[config.mk]
export PLATFORM = sky130hd
export DESIGN_NAME = keypad_entry
export DESIGN_NICKNAME = d
export VERILOG_FILES = /design/src/rtl/keypad_entry.sv
export SDC_FILE = /design/constraint.sdc
export NUM_CORES = 1
export LEC_CHECK = 0
export CAP_MARGIN = 25
export CORE_UTILIZATION = 54
export DETAILED_ROUTE_END_ITERATION = 8
export PLACE_DENSITY = 0.88
export REMOVE_ABC_BUFFERS = 1
export SKIP_CTS_REPAIR_TIMING = 1
export SLEW_MARGIN = 20
export SYNTH_ARGS = -nofsm -noshare
export SYNTH_HDL_FRONTEND = slang
export SYNTH_SLANG_ARGS = --single-unit
[constraint.sdc]
create_clock -name clk -period 5 [get_ports clk]
set_input_delay 0.5 -clock clk [delete_from_list [all_inputs] [get_ports clk]]
set_output_delay 0.5 -clock clk [all_outputs]
set_load 0.02 [all_outputs]
[src/rtl/keypad_entry.sv]
// keypad_entry: synchronizes and debounces a one-hot 10-key keypad into a 3-digit M:ST:SO BCD
// buffer and hands it to the down-counter on start. Build option: KEYPAD_CLAMP_EN (seconds-tens clamp).
//
// state    | meaning
// IDLE     | no candidate key; waiting for a one-hot sample
// DEBOUNCE | counting consecutive identical samples of the latched code
// HELD     | key accepted; waiting for every key bit to be released
module keypad_entry #(
    parameter int DEBOUNCE_CYCLES = 8,
    parameter int DB_W            = 4
) (
    input  logic       clk,
    input  logic       clear,
    input  logic [9:0] keypad,
    input  logic       startn,
    input  logic       mag_on,
    output logic [3:0] entry_min,
    output logic [3:0] entry_tens,
    output logic [3:0] entry_ones,
    output logic       entry_valid,
    output logic       key_strobe,
    output logic       load_pulse
);

    typedef enum logic [1:0] {
        IDLE     = 2'd0,
        DEBOUNCE = 2'd1,
        HELD     = 2'd2
    } state_t;

    state_t          state, state_next;
    logic [9:0]      ks1, ks2;
    logic [3:0]      code, code_next, ks2_code;
    logic            ks2_onehot;
    logic [DB_W-1:0] db_cnt, db_cnt_next;
    logic            accept;
    logic [1:0]      digit_cnt;
    logic            startn_q;
    logic            start_fall;
    logic            load_fire;
    logic [3:0]      tens_in;

    always_comb begin
        ks2_code = 4'd0;
        for (int i = 0; i < 10; i++) begin
            if (ks2[i]) ks2_code = 4'(i);
        end
    end

    assign ks2_onehot = $onehot(ks2);

    always_ff @(posedge clk) begin
        if (clear) begin
            state  <= IDLE;
            code   <= 4'd0;
            db_cnt <= '0;
        end else begin
            state  <= state_next;
            code   <= code_next;
            db_cnt <= db_cnt_next;
        end
    end

    always_comb begin
        state_next  = state;
        code_next   = code;
        db_cnt_next = db_cnt;
        accept      = 1'b0;
        case (state)
            IDLE: begin
                if (ks2_onehot) begin
                    state_next  = DEBOUNCE;
                    code_next   = ks2_code;
                    db_cnt_next = DB_W'(1);
                end
            end
            DEBOUNCE: begin
                if (ks2_onehot && (ks2_code == code)) begin
                    if (db_cnt == DB_W'(DEBOUNCE_CYCLES - 1)) begin
                        state_next  = HELD;
                        accept      = 1'b1;
                        db_cnt_next = '0;
                    end else begin
                        db_cnt_next = db_cnt + DB_W'(1);
                    end
                end else begin
                    state_next  = IDLE;
                    db_cnt_next = '0;
                end
            end
            HELD: begin
                if (ks2 == 10'd0) state_next = IDLE;
            end
            default: state_next = IDLE;
        endcase
    end

    // The digit moving from ones into tens is the only one that can break the seconds range.
`ifdef KEYPAD_CLAMP_EN
    assign tens_in     = (entry_ones > 4'd5) ? 4'd5 : entry_ones;
    assign entry_valid = (digit_cnt != 2'd0);
`else
    assign tens_in     = entry_ones;
    assign entry_valid = (digit_cnt != 2'd0) && (entry_tens <= 4'd5);
`endif

    assign start_fall = startn_q & ~startn;
    assign load_fire  = start_fall & ~mag_on & entry_valid;

    always_ff @(posedge clk) begin
        if (clear) begin
            ks1        <= 10'd0;
            ks2        <= 10'd0;
            startn_q   <= 1'b1;
            entry_min  <= 4'd0;
            entry_tens <= 4'd0;
            entry_ones <= 4'd0;
            digit_cnt  <= 2'd0;
            key_strobe <= 1'b0;
            load_pulse <= 1'b0;
        end else begin
            ks1        <= keypad;
            ks2        <= ks1;
            startn_q   <= startn;
            load_pulse <= load_fire;
            key_strobe <= 1'b0;
            // A start in the same cycle as an accept takes priority; that digit is lost.
            if (load_pulse) begin
                entry_min  <= 4'd0;
                entry_tens <= 4'd0;
                entry_ones <= 4'd0;
                digit_cnt  <= 2'd0;
            end else if (!load_fire && accept && !mag_on) begin
                entry_min  <= entry_tens;
                entry_tens <= tens_in;
                entry_ones <= code;
                key_strobe <= 1'b1;
                if (digit_cnt != 2'd3) digit_cnt <= digit_cnt + 2'd1;
            end
        end
    end

endmodule
## Yosys cells after proc, flatten, opt, wreduce, memory -nomap -nowiden

Index checks and enable logic that the tools add are counted.

- Multiplexer cells: 22
- Reductions and logical operators: 15
- Bitwise operators: 5
- Eq/ne operators: 9
- Magnitude comparators: 1
- $add $sub $neg: 11

Operators by type and width:

| operator | number |
|---|---|
| $mux 4 | 11 |
| $add 1x1->2 | 5 |
| $logic_not 10->1 | 1 |
| $mux 2 | 4 |
| $pmux 4 s2 | 1 |
| $add 2x2->3 | 2 |
| $ne 2x2->1 const B | 3 |
| $pmux 2 s3 | 1 |
| $reduce_and 2->1 | 3 |
| $mux 1 | 5 |
| $add 3x3->4 | 1 |
| $add 4x1->4 const B | 1 |
| $add 4x2->4 | 1 |
| $eq 4x1->1 const B | 1 |
| $eq 4x3->1 const B | 1 |
| $eq 4x4->1 | 1 |
| $le 4x3->1 const B | 1 |
| $logic_and 1x1->1 | 4 |
| $reduce_bool 2->1 | 2 |
| $and 1x1->1 | 3 |
| $ne 3x3->1 const B | 1 |
| $reduce_and 3->1 | 1 |
| $add 2x1->2 const B | 1 |
| $eq 2x1->1 const B | 1 |
| other kinds (5) | 7 |

- Word-level logic and storage cells: 75
- Output and inout port bits: 15
- Register bits: 47

## Depth between registers and ports, before layout

Gate-level depths: netlist (run 1).

- Word-level depth: 16
- Depth in mapped cells: 15
- Gate-level depth less buffers: 14

## Worst setup path after synthesis (run 1)

OpenSTA, ideal clock, no wires.

- Path type: register to register
- Start: register ks2[7]
- End: register entry_min[3]
- Cell stages (with the launch flop): 16
- Path slack: 0.874 ns
- Library setup time: 0.070 ns
- Clock period less this slack: 4.126 ns
- Data arrival time: 4.056 ns
- Path through: dfxtp_1 -> fa_1 -> fa_1 -> inv_1 -> fa_1 -> inv_1 -> ha_1 -> inv_1 -> fa_1 -> a2111oi_2 -> o211ai_1 -> or2_1 -> a2111oi_4 -> buf_6 -> nand4_1 -> a21oi_1

- Word-level cells in the longest chain between the ends: 10

Ends and longest elaborated chain:

| item | RTL line | text |
|---|---|---|
| from (decl) | 32 | `logic [9:0] ks1, ks2;` |
| from (signal assigned) | 123 | `ks2 <= ks1;` |
| $add 1x1->2 (implied by the code) | 50 | `assign ks2_onehot = $onehot(ks2);` |
| $add 2x2->3 (implied by the code) | 50 |  |
| $add 3x3->4 (implied by the code) | 50 |  |
| $add 4x2->4 (implied by the code) | 50 |  |
| $eq 4x1->1 | 50 |  |
| $logic_and 1x1->1 (*) | 78 | `if (ks2_onehot && (ks2_code == code)) begin` |
| $mux 1 (*) | 78 |  |
| $mux 1 (*) | 69 | `case (state)` |
| $logic_and 1x1->1 (*) (2 in series) | 133 | `end else if (!load_fire && accept && !mag_on) begin` |
| to (signal assigned) | 134 | `entry_min <= entry_tens;` |
| to (decl) | 17 | `output logic [3:0] entry_min,` |

Mark *: on every way between the ends. The rest lies on a longest branch, timed or not.
A chain may end at the register's enable or synchronous reset.

## Final worst setup path (run 1)

- Start: register ks2[7]
- End: register entry_ones[3]

- Word-level cells in the longest chain between the ends: 10

Ends and longest elaborated chain:

| item | RTL line | text |
|---|---|---|
| $add 1x1->2 (implied by the code) | 50 |  |
| $add 2x2->3 (implied by the code) | 50 |  |
| $add 3x3->4 (implied by the code) | 50 |  |
| $add 4x2->4 (implied by the code) | 50 |  |
| $eq 4x1->1 | 50 |  |
| $logic_and 1x1->1 (*) | 78 |  |
| $mux 1 (*) | 78 |  |
| $mux 1 (*) | 69 |  |
| $logic_and 1x1->1 (*) (2 in series) | 133 |  |
| to (signal assigned) | 136 | `entry_ones <= code;` |
| to (decl) | 19 | `output logic [3:0] entry_ones,` |

Marks and branches as above.

==> flow_summary.json, run 1 <==
{
  "muxShareOfSynthArea": 0,
  "met3_usage": 0.03646,
  "cts-buffers-inserted": 5,
  "timing.final.crit_period_ns": 4.511,
  "synth_seq_cells": 47,
  "cp.arrival_ns": 4.74,
  "diodes": 0,
  "postPlaceCellArea_mm2": 0.002445,
  "stdcell_area_mm2": 0.002532,
  "synth.most_common_cell": "dfxtp_1",
  "gr-max-usage-layer": "met2",
  "synth_top_family_by_area": "simple AND/OR/NAND/NOR gates",
  "die_y_um": 65.26,
  "routed-via-count": 1740,
  "yosysSeqAreaShare": 0.4354,
  "fin_crit_sh": 0.9022,
  "hold_class": "flip-flop to flip-flop",
  "place_inst": 293,
  "dr.pass1.iters": 6,
  "met1_usage": 0.3030,
  "max_freq_mhz": 221.7,
  "final_nets": 278,
  "hold_violations": 0,
  "cts.clk_slew.worst_paths_ns": 0.08,
  "grt_overflow": 0,
  "synth_edf_count": 0,
  "antenna_found_initial": 0,
  "track_usage": 0.2257,
  "place_congestion": 0.8716,
  "end_kind": "flip-flop",
  "max_slew.worst_pin.slew_ns": 0.9350,
  "grt_first_pass_wirelength_um": 7472,
  "ir_worst_vdd_mv": 0.2006,
  "crit_type": "flip-flop to flip-flop",
  "cts_sinks": 47,
  "syn_inst": 225,
  "synth_fa_ha_area_frac": 0.09033,
  "clockBufferDepth": 2,
  "crit_required_ns": 5.23,
  "yosysTopAreaCell": "dfxtp_1",
  "use_met2": 0.3595,
  "yosys_warnings": 0,
  "finalMaxSlewViolations": 0,
  "syn_area_mm2": 0.002161,
  "crit_path_max_fanout": 13,
  "synthFlopType": "dfxtp_1",
  "rows": 22,
  "synth-simple-area-share": 0.2322,
  "start_util": 0.5772,
  "setup_violations": 0,
  "synth.avg_cell_area_um2": 9.604,
  "maxCapViolations": 0,
  "core_mm2": 0.003744,
  "grt_max_degree": 34,
  "drt-total-wl_um": 4343,
  "dp_hpwl_um": 3102,
  "wl_per_cell_um": 14.48,
  "cts_root_buf": "clkbuf_8",
  "synth-xor-area-share": 0.004053,
  "n_fill_cell": 308,
  "dieArea_mm2": 0.004258,
  "final.setup.tns_ns": 0,
  "synth_compound_area_frac": 0.1737,
  "via_per_inst": 5.800,
  "insertion_delay_ns": 0.30,
  "max-slew-margin-rel": 0.3744,
  "areaGrowthSynthToFinish_pct": 17.20,
  "async_flop_share": 0,
  "synth_top_area_share": 0.4354,
  "rsz0062_at_grt": "false",
  "die_w_um": 65.26,
  "cellLeakagePower_uw": 0.0009081,
  "fin_cells": 300,
  "start_kind": "flip-flop",
  "port-buffer-count": 28,
  "num_io_pins": 29,
  "drc_errors": 0,
  "drt_iter0_drc": 74,
  "skew_ns": 0.006690,
  "synthTopCellsByCount": "dfxtp_1, nor2b_1, a21oi_1",
  "cts_tree": "yes",
  "yosys-top-cells-area": "dfxtp_1, nor2b_1, fa_1, a21oi_1, nand4_1",
  "drive_gt1_frac": 0.09127,
  "power_density_mw_per_mm2": 316.2,
  "htreeDepth": 2,
  "grt_pass1_vias": 1683,
  "drtAntennaViolNets": 0,
  "outcome": "finished, final reports clean",
  "synth_cell_types": 49
}
cell families (layout without fill, tap and decap cells):
| group | after synthesis | in the layout |
|---|---|---|
| fa+ha+maj | 12 | 12 |
| buf+inv | 27 | 54 |
| compound gates | 54 | 54 |
| xor+xnor | 1 | 1 |
| flops | 47 | 47 |
| simple gates | 84 | 84 |
where the power goes:
part	switching, µW	internal (µW)	total [µW]
clock	118	109	227
combinational	85.7	70.3	156
sequential	22.9	395	418
total	227	574	801
critical path, cell delays in order, from the launching register on:
cell and delay [ns]:
dfxtp_1 0.51, fa_1 0.49, fa_1 0.49, inv_1 0.05
fa_1 0.42, inv_1 0.07, ha_1 0.17, inv_1 0.06
fa_1 0.39, a2111oi_2 0.33, o211ai_1 0.18, or2_1 0.28
a2111oi_4 0.40, buf_4 0.30, nand4_1 0.12, a21oi_1 0.18
routing by layer:
| layer | share of wire | wire length (µm) | up-vias |
|---|---|---|---|
| met2 | 0.47 | 2057 | 47 |
| met5 | 0 | 0 | - |
| met4 | 0.019 | 84 | 0 |
| li1 | - | - | 840 |
| met3 | 0.047 | 202 | 10 |
| met1 | 0.46 | 1999 | 843 |
worst paths after layout:
kind	to	start	cells past startpoint	slack (ns)
min	ks2[9]	ks1[9]	1	0.44
min reg2reg	ks2[9]	ks1[9]	1	0.44
max reg2reg	entry_ones[3]	ks2[7]	15	0.49
max	entry_ones[3]	ks2[7]	15	0.49
cells in the final DEF (no fill, tap or decap), types with 2 or more instances in the layout:
cell,Yosys,routed
a2111o_1,2,2
a211oi_1,3,3
a21oi_1,18,18
a32oi_1,2,2
and3b_1,2,2
buf_4,0,3
clkbuf_8,2,6
clkdlybuf4s50_1,0,28
dfxtp_1,47,47
fa_1,6,6
ha_1,6,6
inv_1,16,16
nand2_1,4,4
nand3_1,5,5
nand3b_1,2,2
nand4_1,13,13
nor2_1,14,14
nor2b_1,21,21
nor3_1,4,4
nor4_1,2,2
o21ai_0,16,16
or2_1,2,2
or2_2,4,4
or3_1,2,2
sequential cells by signal, summed over array words and instances, names as in the netlist:
register    cells
startn_q        1
ks1            10
load_pulse      1
entry_ones      4
code            4
state           2
entry_min       4
entry_tens      4
digit_cnt       2
ks2            10
db_cnt          4
key_strobe      1
area by class of cell:
class / instances / area [µm²] / area share
Multi-Input combinational cell: 151 / 1081 / 0.4269
Sequential cell: 47 / 940.9 / 0.3715
Timing Repair Buffer: 31 / 302.8 / 0.1196
Clock buffer: 6 / 82.58 / 0.03261
Inverter: 16 / 60.06 / 0.02372
Tap cell: 48 / 60.06 / 0.02372
Clock inverter: 1 / 5.005 / 0.001976
through the flow:
stage          setup slack (ns)  utilization  power, µW  hold WS [ns]
2_1_floorplan            0.7187            -      526.5        0.4138
3_3_place_gp             0.6734       0.6531      571.1        0.4191
3_5_place_dp             0.5179       0.6531      579.6        0.4246
5_1_grt                  0.1112       0.6765      839.2        0.4601
4_1_cts                  0.4931       0.6765      800.8        0.4429
6_report                 0.4888       0.6765      800.6        0.4402
Note: power is estimated with default switching activity, not from simulation.
==> inputs of run 2 (changes only) <==
clock period = 4.4 ns   (was 5 ns; I/O delays follow)
==> run 2 against run 1 <==
Against the previous run:
- count of clock-buffer cells in the layout stayed put
- critical path depth is 1 lower
- flip-flop and latch count stayed put
- fmax is 6.8% higher
- register-to-register slack worse by 0.31 ns
- critical endpoint is now db_cnt[0]
- sequential share of layout area is 0.63 points lower
- combinational power is 31% higher
- die area stayed put
==> flow_summary.json, run 2 (synthesis gave the netlist of run 1 again) <==
{
  "outcome": "finished, final reports clean",
  "max_freq_mhz": 236.8,
  "insertion_delay_ns": 0.30,
  "cts_sinks": 47,
  "seq_area_um2": 944.7,
  "p_comb_frac": 0.224,
  "timing.final.crit_period_ns": 4.222,
  "drtAntennaViolNets": 0,
  "core_mm2": 0.003744,
  "n_fill_cell": 284,
  "dp_hpwl_um": 2940,
  "startpoint": "ks2[3]",
  "drt_iter0_drc": 136,
  "fin_hold_ws_ns": 0.4390,
  "drc_errors": 0,
  "layout_common_cells": "dfxtp_1, clkdlybuf4s50_1, nor2b_1",
  "max-slew-margin-rel": 0.3719,
  "die_y_um": 65.26,
  "final.setup.tns_ns": 0,
  "postPlaceCellArea_mm2": 0.002475,
  "fin_crit_sh": 0.9596,
  "cp.arrival_ns": 4.46,
  "dr.pass1.iters": 4,
  "grt_pass1_vias": 1671,
  "maxCapViolations": 0,
  "port-buffer-count": 28,
  "intPower_uw": 651.2,
  "drt-total-wl_um": 4426,
  "routed-via-count": 1755,
  "grt_max_degree": 34,
  "crit_required_ns": 4.64,
  "die_w_um": 65.26,
  "power_frac_seq": 0.519,
  "wl_per_cell_um": 14.46,
  "max_slew.worst_pin.slew_ns": 0.9387,
  "switching_share": 0.2871,
  "htreeDepth": 2,
  "stdcell_area_mm2": 0.002586,
  "place_congestion": 0.8226,
  "largestRegisters": "ks1: 10 flops, ks2: 10 flops",
  "finalMaxSlewViolations": 0,
  "start_kind": "flip-flop",
  "end_kind": "flip-flop",
  "setup_violations": 0,
  "layout_commonest_cell": "dfxtp_1",
  "skew_ns": 0.005992,
  "ir_worst_vdd_mv": 0.2591,
  "switchingPower_uw": 262.3,
  "fin_ws_ns": 0.1776,
  "power_density_mw_per_mm2": 353.2,
  "hold_violations": 0,
  "crit_path_max_fanout": 8,
  "cellLeakagePower_uw": 0.0009306,
  "dieArea_mm2": 0.004258,
  "grt_first_pass_wirelength_um": 7369,
  "num_io_pins": 29,
  "cts_root_buf": "clkbuf_8",
  "drive_gt1_frac": 0.1318,
  "reg2reg_from": "ks2[3]",
  "hold_class": "flip-flop to flip-flop",
  "rows": 22,
  "crit_type": "flip-flop to flip-flop",
  "antenna_found_initial": 0,
  "diodes": 0,
  "cts-buffers-inserted": 5,
  "final_nets": 285,
  "grt_overflow": 0,
  "post-route-util": 0.6908,
  "via_per_inst": 5.735,
  "p_clk_frac": 0.258,
  "min_from": "ks1[0]",
  "clockBufferDepth": 2,
  "multi_input_area_mm2": 0.001101,
  "dp_slack_ns": 0.02039,
  "cts.clk_slew.worst_paths_ns": 0.08,
  "cts_tree": "yes",
  "start_util": 0.5772,
  "areaGrowthSynthToFinish_pct": 19.69,
  "track_usage": 0.2245
}
[run 2: cell types whose count changed in the layout (fill, tap and decap cells not counted), moves of 2 or more]
cell     change
o21ai_1      +2
dfxtp_1      -3
o21ai_0      -2
buf_4        +6
dfxtp_2      +3
[run 2: final timing paths]
check	endpoint	slack, ns	cells after the start
max	db_cnt[0]	0.18	14
max reg2reg	db_cnt[0]	0.18	14
min reg2reg	ks2[0]	0.44	1
min	ks2[0]	0.44	1
[run 2: layout make-up]
class	count	area share
Clock buffer	6	0.02806
Inverter	16	0.02322
Multi-Input combinational cell	152	0.4257
Sequential cell	47	0.3653
Tap cell	48	0.02322
Timing Repair Buffer	37	0.1345
[run 2: metal layers]
metal / wire [µm] / GRT usage / part of all wire / vias up
met1: 1984 / 0.2906 / 0.45 / 833
li1: - / - / - / 862
met4: 87 / 0.1005 / 0.020 / 0
met2: 2149 / 0.3557 / 0.49 / 51
met3: 204 / 0.05035 / 0.046 / 9
met5: 0 / 0 / 0 / -
[run 2: metrics by stage]
stage,total power [µW],std cells
after global routing,965.3,306
after floorplan,598.3,214
after global placement,652.7,297
after CTS,895.5,303
final,913.5,306
after detailed placement,661.1,297
[run 2: worst max-delay path, stage by stage, from the launching register on]
cell       delay (ns)
dfxtp_2          0.34
fa_1             0.51
fa_1             0.51
inv_1            0.04
fa_1             0.42
inv_1            0.07
ha_2             0.18
inv_1            0.05
fa_2             0.34
a2111oi_2        0.21
o211ai_1         0.24
or2_4            0.33
a2111o_2         0.53
o31a_1           0.30
nor2_1           0.09
[run 2: power groups by stage]
stage	clock network, µW	logic, µW	registers [µW]
final	235	204	474
after global routing	259	227	479
after CTS	241	182	473
after detailed placement	0	179	483
after global placement	0	172	481
after floorplan	0	123	476
==> inputs of run 3 (changes only) <==
CORE_UTILIZATION = 40   (was 54)
CTS_CLUSTER_SIZE = 12   (was unset)
PLACE_DENSITY = 0.7   (was 0.88)
==> run 3 against run 2 <==
Against the previous run:
- critical path depth rose by 2
- worst setup slack gained 0.041 ns
- sequential share of layout area shrank 0.81 points
- fmax up 0.97%
- count of clock-buffer cells in the layout stayed put
- first-iteration DRC count is 28% lower
- sequential power about the same
- design area increased by 2.1%
- flip-flop and latch count unchanged
- clock skew fell by 0.0011 ns
==> flow_summary.json, run 3 (synthesis gave the netlist of run 1 again) <==
{
  "grt_max_degree": 20,
  "max-slew-margin-rel": 0.3122,
  "dr.pass1.iters": 4,
  "grt_overflow": 0,
  "cts_root_buf": "clkbuf_8",
  "cts_sinks": 47,
  "rr_worst_depth": 16,
  "power_density_mw_per_mm2": 342.1,
  "hold_violations": 0,
  "rsz0062_at_grt": "false",
  "skew_ns": 0.004873,
  "drtAntennaViolNets": 0,
  "max_freq_mhz": 239.1,
  "htreeDepth": 2,
  "dieArea_mm2": 0.005700,
  "startpoint": "ks2[9]",
  "cts.clk_slew.worst_paths_ns": 0.08,
  "ir_worst_vdd_mv": 0.1934,
  "regToRegSetupSlack_ns": 0.22,
  "power_uw": 903.6,
  "start_util": 0.4204,
  "areaGrowthSynthToFinish_pct": 22.23,
  "hold_end": "ks2[4]",
  "max_slew.worst_pin.slew_ns": 1.028,
  "crit_path_max_fanout": 6,
  "cts_tree": "yes",
  "fin_crit_sh": 0.9504,
  "post-route-util": 0.5139,
  "outcome": "finished, final reports clean",
  "via_per_inst": 5.167,
  "die_y_um": 75.50,
  "cts-buffers-inserted": 5,
  "reg2reg_from": "ks2[9]",
  "largestRegisters": "ks1: 10 flops, ks2: 10 flops",
  "maxCapViolations": 0,
  "die_w_um": 75.50,
  "drt-total-wl_um": 3993,
  "fin_hold_ws_ns": 0.4373,
  "layout_commonest_cell": "dfxtp_1",
  "hold_class": "flip-flop to flip-flop",
  "grt_first_pass_wirelength_um": 6644,
  "port-buffer-count": 28,
  "cellLeakagePower_uw": 0.0009510,
  "min_from": "ks1[4]",
  "fin_ws_ns": 0.2184,
  "core_mm2": 0.005140,
  "grt_pass1_vias": 1551,
  "routed-via-count": 1705,
  "setup_violations": 0,
  "rows": 26,
  "insertion_delay_ns": 0.29,
  "final_nets": 286,
  "r2r-end": "entry_tens[2]",
  "drt_iter0_drc": 98,
  "drive_gt1_frac": 0.1462,
  "dp_hpwl_um": 2862,
  "crit_required_ns": 4.62,
  "clockBufferDepth": 2,
  "end_kind": "flip-flop",
  "final.setup.tns_ns": 0,
  "cp.arrival_ns": 4.40,
  "timing.final.crit_period_ns": 4.182,
  "drc_errors": 0,
  "hold_depth": 1,
  "finalMaxSlewViolations": 0,
  "layout_common_cells": "dfxtp_1, clkdlybuf4s50_1, nor2b_1",
  "wl_per_cell_um": 12.10,
  "antenna_found_initial": 0,
  "crit_type": "flip-flop to flip-flop",
  "track_usage": 0.1521,
  "start_kind": "flip-flop",
  "dp_slack_ns": 0.04553,
  "num_io_pins": 29,
  "diodes": 0,
  "place_congestion": 0.8215
}
==> run 3: critical path: stages (launching register included) <==
cell and delay [ns]:
dfxtp_1 0.33, fa_1 0.52, fa_1 0.49, inv_1 0.05, fa_1 0.42, inv_1 0.07
ha_2 0.18, inv_1 0.05, fa_2 0.35, a2111oi_2 0.21, o211ai_1 0.20, or2_1 0.31
a2111oi_4 0.32, buf_4 0.19, buf_4 0.15, nand4_1 0.09, a21oi_1 0.18
==> run 3: metal layers <==
metal	track usage	wire length, µm
met5	0	0
met3	0.03175	98
met2	0.2421	1790
met1	0.2073	2042
met4	0.04938	61
==> run 3: worst max-delay path by stage <==
stage	end	slack, ns	cells past startpoint
CTS	entry_min[2]	0.03	15
finish	entry_tens[2]	0.22	16
detailed placement	entry_min[2]	0.05	15
global placement	entry_min[2]	0.15	15
floorplan	db_cnt[3]	0.12	14
global route	db_cnt[3]	0.04	16
==> run 3: area by class of cell <==
class | instances | area, µm²
Clock inverter | 1 | 5.005
Inverter | 16 | 60.06
Tap cell | 70 | 87.58
Multi-Input combinational cell | 151 | 1096
Timing Repair Buffer | 39 | 366.6
Sequential cell | 47 | 943.4
Clock buffer | 6 | 82.58
Fill cell | 502 | 2499
==> run 3: power breakdown <==
part	internal (µW)	total, µW	switching, µW
sequential	449	472	23.1
combinational	87.3	182	95.0
clock	123	249	126
==> run 3: metrics by stage <==
step | cells | instance area (µm²)
5_1_grt | 330 | 2641
3_3_place_gp | 319 | 2502
2_1_floorplan | 214 | 2082
3_5_place_dp | 319 | 2502
4_1_cts | 326 | 2590
6_report | 330 | 2641
